--- src/rtl/alu_pkg.sv ---
// Shared ALU definitions: opcode encodings used by both the ALU and its
// execute-stage controller, plus the controller's 2-bit FSM state encoding.
package alu_pkg;

  localparam logic [3:0] OC_ADD = 4'd0;
  localparam logic [3:0] OC_SUB = 4'd1;
  localparam logic [3:0] OC_MUL = 4'd2;
  localparam logic [3:0] OC_DIV = 4'd3;
  localparam logic [3:0] OC_NOT = 4'd4;
  localparam logic [3:0] OC_XOR = 4'd5;
  localparam logic [3:0] OC_OR  = 4'd6;
  localparam logic [3:0] OC_AND = 4'd7;

  localparam logic [1:0] ST_IDLE = 2'd0;
  localparam logic [1:0] ST_EXEC = 2'd1;
  localparam logic [1:0] ST_DONE = 2'd2;

endpackage

--- src/rtl/alu_exec_ctrl.sv ---
// Execute-stage controller in front of the combinational ALU: captures an op,
// registers the ALU result with zero/error flags and hands it to writeback.
// Optional macro ALU_ACC_FWD_EN: in_use_acc selects the last result as operand a.
module alu_exec_ctrl
  import alu_pkg::*;
#(
  parameter int DATA_WIDTH = 16,
  parameter int CNT_WIDTH  = 8
) (
  input  logic                  clk,
  input  logic                  rst_n,
  input  logic                  in_valid,
  output logic                  in_ready,
  input  logic [3:0]            in_oc,
  input  logic [DATA_WIDTH-1:0] in_a,
  input  logic [DATA_WIDTH-1:0] in_b,
  input  logic                  in_use_acc,
  output logic [3:0]            alu_oc,
  output logic [DATA_WIDTH-1:0] alu_a,
  output logic [DATA_WIDTH-1:0] alu_b,
  input  logic [DATA_WIDTH-1:0] alu_f,
  output logic                  out_valid,
  input  logic                  out_ready,
  output logic [DATA_WIDTH-1:0] out_result,
  output logic                  out_zero,
  output logic                  out_err,
  output logic [CNT_WIDTH-1:0]  op_count
);

  logic [1:0]            r_state;
  logic [3:0]            r_oc;
  logic [DATA_WIDTH-1:0] r_a;
  logic [DATA_WIDTH-1:0] r_b;
  logic [DATA_WIDTH-1:0] r_result;
  logic                  r_zero;
  logic                  r_err;
  logic [CNT_WIDTH-1:0]  r_count;

  logic                  w_accept;
  logic                  w_release;
  logic [DATA_WIDTH-1:0] w_opa;
  logic [DATA_WIDTH-1:0] w_result;
  logic                  w_err;

  assign w_accept  = (r_state == ST_IDLE) && in_valid;
  assign w_release = (r_state == ST_DONE) && out_ready;

`ifdef ALU_ACC_FWD_EN
  assign w_opa = in_use_acc ? r_result : in_a;
`else
  logic w_unused;
  assign w_unused = in_use_acc;
  assign w_opa    = in_a;
`endif

  // Guard cases the ALU cannot handle: illegal opcodes and divide by zero.
  always_comb begin
    w_result = {DATA_WIDTH{1'b0}};
    w_err    = 1'b0;
    if (r_oc[3]) begin
      w_result = {DATA_WIDTH{1'b0}};
      w_err    = 1'b1;
    end else if ((r_oc == OC_DIV) && (r_b == {DATA_WIDTH{1'b0}})) begin
      w_result = {DATA_WIDTH{1'b1}};
      w_err    = 1'b1;
    end else begin
      w_result = alu_f;
      w_err    = 1'b0;
    end
  end

  always_ff @(posedge clk or negedge rst_n) begin
    if (!rst_n) begin
      r_state <= ST_IDLE;
    end else begin
      case (r_state)
        ST_IDLE: r_state <= w_accept ? ST_EXEC : ST_IDLE;
        ST_EXEC: r_state <= ST_DONE;
        ST_DONE: r_state <= w_release ? ST_IDLE : ST_DONE;
        default: r_state <= ST_IDLE;
      endcase
    end
  end

  always_ff @(posedge clk or negedge rst_n) begin
    if (!rst_n) begin
      r_oc <= 4'd0;
      r_a  <= {DATA_WIDTH{1'b0}};
      r_b  <= {DATA_WIDTH{1'b0}};
    end else if (w_accept) begin
      r_oc <= in_oc;
      r_a  <= w_opa;
      r_b  <= in_b;
    end
  end

  // Result and flags load once, at the end of EXEC, and hold through DONE.
  always_ff @(posedge clk or negedge rst_n) begin
    if (!rst_n) begin
      r_result <= {DATA_WIDTH{1'b0}};
      r_zero   <= 1'b0;
      r_err    <= 1'b0;
    end else if (r_state == ST_EXEC) begin
      r_result <= w_result;
      r_zero   <= (w_result == {DATA_WIDTH{1'b0}});
      r_err    <= w_err;
    end
  end

  always_ff @(posedge clk or negedge rst_n) begin
    if (!rst_n) begin
      r_count <= {CNT_WIDTH{1'b0}};
    end else if (w_release) begin
      r_count <= r_count + {{(CNT_WIDTH-1){1'b0}}, 1'b1};
    end
  end

  assign in_ready   = (r_state == ST_IDLE);
  assign out_valid  = (r_state == ST_DONE);
  assign alu_oc     = r_oc;
  assign alu_a      = r_a;
  assign alu_b      = r_b;
  assign out_result = r_result;
  assign out_zero   = r_zero;
  assign out_err    = r_err;
  assign op_count   = r_count;

endmodule
--- config.mk ---
export PLATFORM = sky130hd
export DESIGN_NAME = alu_exec_ctrl
export DESIGN_NICKNAME = d
export VERILOG_FILES = /design/src/rtl/alu_pkg.sv /design/src/rtl/alu_exec_ctrl.sv
export SDC_FILE = /design/constraint.sdc
export NUM_CORES = 1
export LEC_CHECK = 0
export CORE_MARGIN = 8
export CORE_UTILIZATION = 55
export DETAILED_ROUTE_END_ITERATION = 8
export DONT_BUFFER_PORTS = 1
export PLACE_DENSITY = 0.76
export SLEW_MARGIN = 10
export SYNTH_ARGS = -nofsm -noshare
export SYNTH_HDL_FRONTEND = slang
export SYNTH_SLANG_ARGS = --single-unit
--- constraint.sdc ---
create_clock -name clk -period 3.4 [get_ports clk]
set_input_delay 0.68 -clock clk [delete_from_list [all_inputs] [get_ports clk]]
set_output_delay 0.68 -clock clk [all_outputs]
set_load 0.03 [all_outputs]
* Word-level counts from Yosys, hierarchy flattened
Cells that the tools add are included.
** Storage, ports and cells
- Bits in registers :: 64
- Output and inout bits :: 64
- Logic and storage cells :: 25
** Cells by class
- Add/sub/neg operators :: 1
- Equality and inequality tests :: 3
- Multiplexer cells :: 7
- Reductions and logical operators :: 6
** Operators with widths (count)
- $logic_not A16 Y1 :: 2
- $mux W16 :: 2
- $add A8 B1 Y8 const B :: 1
- $pmux W2 S3 :: 1
- $eq A4 B2 Y1 const B :: 1
- $logic_and A1 B1 Y1 :: 3
- $mux W1 :: 3
- $eq A2 B1 Y1 const B :: 1
- $eq A2 B2 Y1 const B :: 1
- $logic_not A2 Y1 :: 1
- $mux W2 :: 1

* Logic depth before layout (Yosys ltp)
- Word-level depth :: 5
- Gate-level depth with buffers :: 6
- Gate-level depth less buffers :: 4

* Least setup slack after synthesis
Ideal clock, no wire load.
- Path kind :: flip-flop to flip-flop
- Start point :: register r_state[1]
- End point :: register r_a[10], in the netlist alu_a[10]
- Setup time :: 0.125 ns
- Data arrival time :: 1.492 ns
- Data required time :: 3.275 ns
- Slack :: 1.783 ns
- Cell stages (with the launch flop) :: 6
- Path buffers :: 2
- Path through :: dfrtp_1 > nor2_2 > and2_4 > buf_12 > buf_12 > mux2_4
** On the way
- Word-level cells in the longest chain between the ends :: 2
** Ends and longest elaborated chain
- from (decl) :: line alu_exec_ctrl.sv:30 : logic [1:0] r_state;
- from (signal assigned) :: line alu_exec_ctrl.sv:77 : ST_IDLE: r_state <= w_accept ? ST_EXEC : ST_IDLE;
- from (signal assigned) :: line alu_exec_ctrl.sv:79 : ST_DONE: r_state <= w_release ? ST_IDLE : ST_DONE;
- $logic_not A2 Y1
- via in_ready :: line alu_exec_ctrl.sv:13 : output logic in_ready,
- $logic_and A1 B1 Y1 :: line alu_exec_ctrl.sv:45 : assign w_accept = (r_state == ST_IDLE) && in_valid;
- to (signal assigned) :: line alu_exec_ctrl.sv:88 : r_a <= {DATA_WIDTH{1'b0}};
- to (signal assigned) :: line alu_exec_ctrl.sv:92 : r_a <= w_opa;
- to (decl) :: line alu_exec_ctrl.sv:32 : logic [DATA_WIDTH-1:0] r_a;
The timed path passes the listed nets, and every way through them passes these cells.
A chain may end at the register's enable or synchronous reset.

* Final worst setup path
- Start point :: register r_state[1]
- End point :: register r_a[2], in the netlist alu_a[2]
The elaborated chain is that of the path after synthesis.

==> metrics.md <==
| Metric | Value |
|---|---|
| Post-synth EDFFs | 0 |
| Ys Warns | 0 |
| Register area share after synthesis | 0.573 |
| Place WS | 1.42 ns |
| Root buffer cell | clkbuf_8 |
| Cell family with most CP delay | simple AND/OR/NAND/NOR gates |
| Synth Flop Type | dfrtp_1 |
| GR Overflow Total | 0 |
| Die height | 87.3 um |
| Final hold vios | 0 |
| Drt pass-1 iters | 4 |
| Total CTS buffers | 9 |
| Fin. max-slew vios | 0 |
| R2R setup slack | about 1.4 ns |
| P_leak | approximately 1.3 nW |
| Synth top area share | 0.573 |
| Gpl congestion | 0.735 |
| Least-Margin Pin Slew | between 0.7 and 0.8 ns |
| CP Launch Type | register |
| Reg power frac | 0.617 |
| GRT Overall Usage | 0.164 |
| Iter 0 DRT Violations | 43 |
| CTS H-tree depth | 3 |
| Vias | 1,631 |
| PostCTS Resize Cnt | 0 |
| PD cells | 1210 mW/mm2 |
| Cell Area, Synth | about 0.0028 mm2 |
| Nets@finish | about 270 |
| Setup Fix Bufs, Post-CTS | 0 |
| Tcrit/Tclk final | 0.576 |
| Worst hold path class | input port to async pin |
| Die area | roughly 0.0076 mm2 |
| Share of cells above drive strength 1 | 0.291 |
| Syn Nets | between 200 and 300 |
| Via-per-instance ratio | ~5.8 |
| Ant diodes | 0 |
| Routed WL | slightly above 6 mm |
| Vias in the first global route | 1,763 |
| Synth top area cells | dfrtp_1 (57%), mux2_4 (16%), a21oi_2 (3.1%) |
| First-pass GRT wire length | roughly 9.6 mm |
| CTS max path bufs | 2 |
| CP peak stage delay | between 0.6 and 0.7 ns |
| Async SR Flop Fraction | 1.00 |
| Peak Freq | roughly 0.51 GHz |
| Crit Path Category | register to register |
| Max cap viols | 0 |
| Worst Setup End Kind | register |
| FP Rows | 26 |
| Status | complete, no violations |
| Slew Limit Headroom | 0.530 |
| CP startpoint | r_state[1]$_DFF_PN0_ |
| Netlist cell types | 34 |
| Setup Viol. Count Final | 0 |
| P&R area growth vs syn | 4.61% |
| Area after DPL | roughly 0.0028 mm2 |
| Crit path cell chain | nor2_2 -> and2_4 -> mux2_2 |
| Internal power | ~1.9 mW |
| Fin crit period | a little under 2 ns |
| DR WL/cell | 21.4 um |
| # IOs | about 120 |
| Synth Instances | 207 |
| Clk Latency, worst-skew pair | around 0.32 ns |
| R2r endpoint | alu_a[2]$_DFFE_PN0P_ |
| Port Buffers | 0 |
| Post-DP HPWL | about 4.3 mm |
| Post-synth top cells | dfrtp_1 (64), mux2_4 (29), nor2_1 (19), o21ai_0 (16), a21oi_2 (10) |
| CTS tree | yes |
| WP data required | 3.60 ns |
| Reg-to-reg critical path startpoint | r_state[1]$_DFF_PN0_ |
| Fin area | approximately 0.0029 mm2 |
| Final antenna-violating net count | 0 |
| Setup crit end | alu_a[2]$_DFFE_PN0P_ |
| Setup Skew | 0.00401 ns |
| Crit Path Max Fanout | 37 |
| Worst path slowest cell | and2_4 |
| Bufs and invs on worst path | 0 |
| DRC viols | 0 |
| Max IR drop VDD | 0.620 mV |
| Setup TNS | 0 ns |
| CP arrival | 2.16 ns |
| Starting Density | 0.558 |
| Clock share of power | 0.147 |
| Largest net degree at the start of global routing | 65 |
| R2R depth | 3 |
| Syn avg cell area | about 14 um2 |
| Most frequent cell after synthesis | dfrtp_1 |
| Hold_buf cts | 0 |
| Switching power of the nets | ~1.7 mW |
| Crit path depth | 3 |
| Final WS setup | between 1 and 1.5 ns |
| Clk sinks | 64 |
| Sw Share | 0.473 |
| Initial antenna violation count | 0 |
| Area leader, netlist | dfrtp_1 |
| Die X-Extent | roughly 87 um |
| Gate power share | 0.236 |
| RSZ-0062 raised after global routing | false |
| CTS clk-pin slew, worst paths | around 0.060 ns |
| Core ar. | between 0.005 and 0.006 mm2 |
| Synthesis-stage register bit count | 64 |
[layer usage]
metal,up-vias,part of all wire,global-route usage
li1,725,-,-
met1,800,0.37,0.179
met2,93,0.45,0.244
met3,13,0.15,0.0962
met4,0,0.023,0.0906
met5,-,0,0
[power groups by stage]
stage / registers (mW) / logic, mW / clock network, mW
after floorplan: 2.07 / 0.821 / 0
after global placement: 2.19 / 0.812 / 0
after detailed placement: 2.20 / 0.844 / 0
after CTS: 2.19 / 0.846 / 0.538
after global routing: 2.24 / 0.921 / 0.572
final: 2.18 / 0.835 / 0.519
[worst min-delay path by stage]
stage,slack (ns),endpoint,cells after the start,from
after floorplan,0.38,alu_a[0]$_DFFE_PN0P_,0,rst_n
after global placement,0.39,op_count[6]$_DFFE_PN0P_,0,rst_n
after detailed placement,0.39,op_count[6]$_DFFE_PN0P_,0,rst_n
after CTS,0.02,op_count[6]$_DFFE_PN0P_,0,rst_n
after global routing,0.02,op_count[3]$_DFFE_PN0P_,0,rst_n
final,0.04,op_count[4]$_DFFE_PN0P_,0,rst_n
[layout make-up]
class                      count  area [um2]
fill                         413        2090
sequential                    64        1600
multi-input combinational    132        1080
clock buffer                  14         143
tap                           70        87.6
timing repair buffer           1        7.51
clock inverter                 1        5.00
inverter                       1        3.75
[per-stage QoR]
stage / hold slack, ns / std cells / utilization / total power, mW
final: 0.0442 / 283 / 0.584 / 3.53
after floorplan: 0.384 / 207 / - / 2.89
after CTS: 0.0248 / 283 / 0.584 / 3.58
after global routing: 0.0220 / 283 / 0.584 / 3.73
after global placement: 0.386 / 268 / 0.554 / 3.00
after detailed placement: 0.386 / 268 / 0.554 / 3.05
[registers in the layout, indices dropped and copies added, names as in the netlist]
| register | flops |
|---|---|
| alu_a | 16 |
| alu_b | 16 |
| out_result | 16 |
| op_count | 8 |
| alu_oc | 4 |
| r_state | 2 |
| out_err | 1 |
| out_zero | 1 |
[cells in the final DEF (no fill, tap or decap), types with 2 or more instances in the layout]
cell and n:
dfrtp_1 64, mux2_4 29, nor2_1 19, o21ai_0 16, a21oi_2 10, clkbuf_8 9, nor4_1 7, nand2_1 7
a21oi_1 7, mux2_2 7, xnor2_1 5, clkbuf_1 5, nand3_1 4, nor3_1 3, and3_1 2, xor2_1 2
[cell families after synthesis]
kind of cell | Yosys count | synth area share
flip-flops | 64 | 0.573
AND/OR/NAND/NOR | 53 | 0.0976
multiplexers | 36 | 0.184
AO/OA/AOI/OAI | 35 | 0.0770
buffers and inverters | 11 | 0.0421
XOR/XNOR | 7 | 0.0219
adder cells (fa/ha/maj) | 1 | 0.00448
[worst register-to-register path: stages (launching register included)]
cell,delay [ns]
dfrtp_1,0.42
nor2_2,0.37
and2_4,0.63
mux2_2,0.42
No activity file was read; power rests on OpenSTA's default activity.
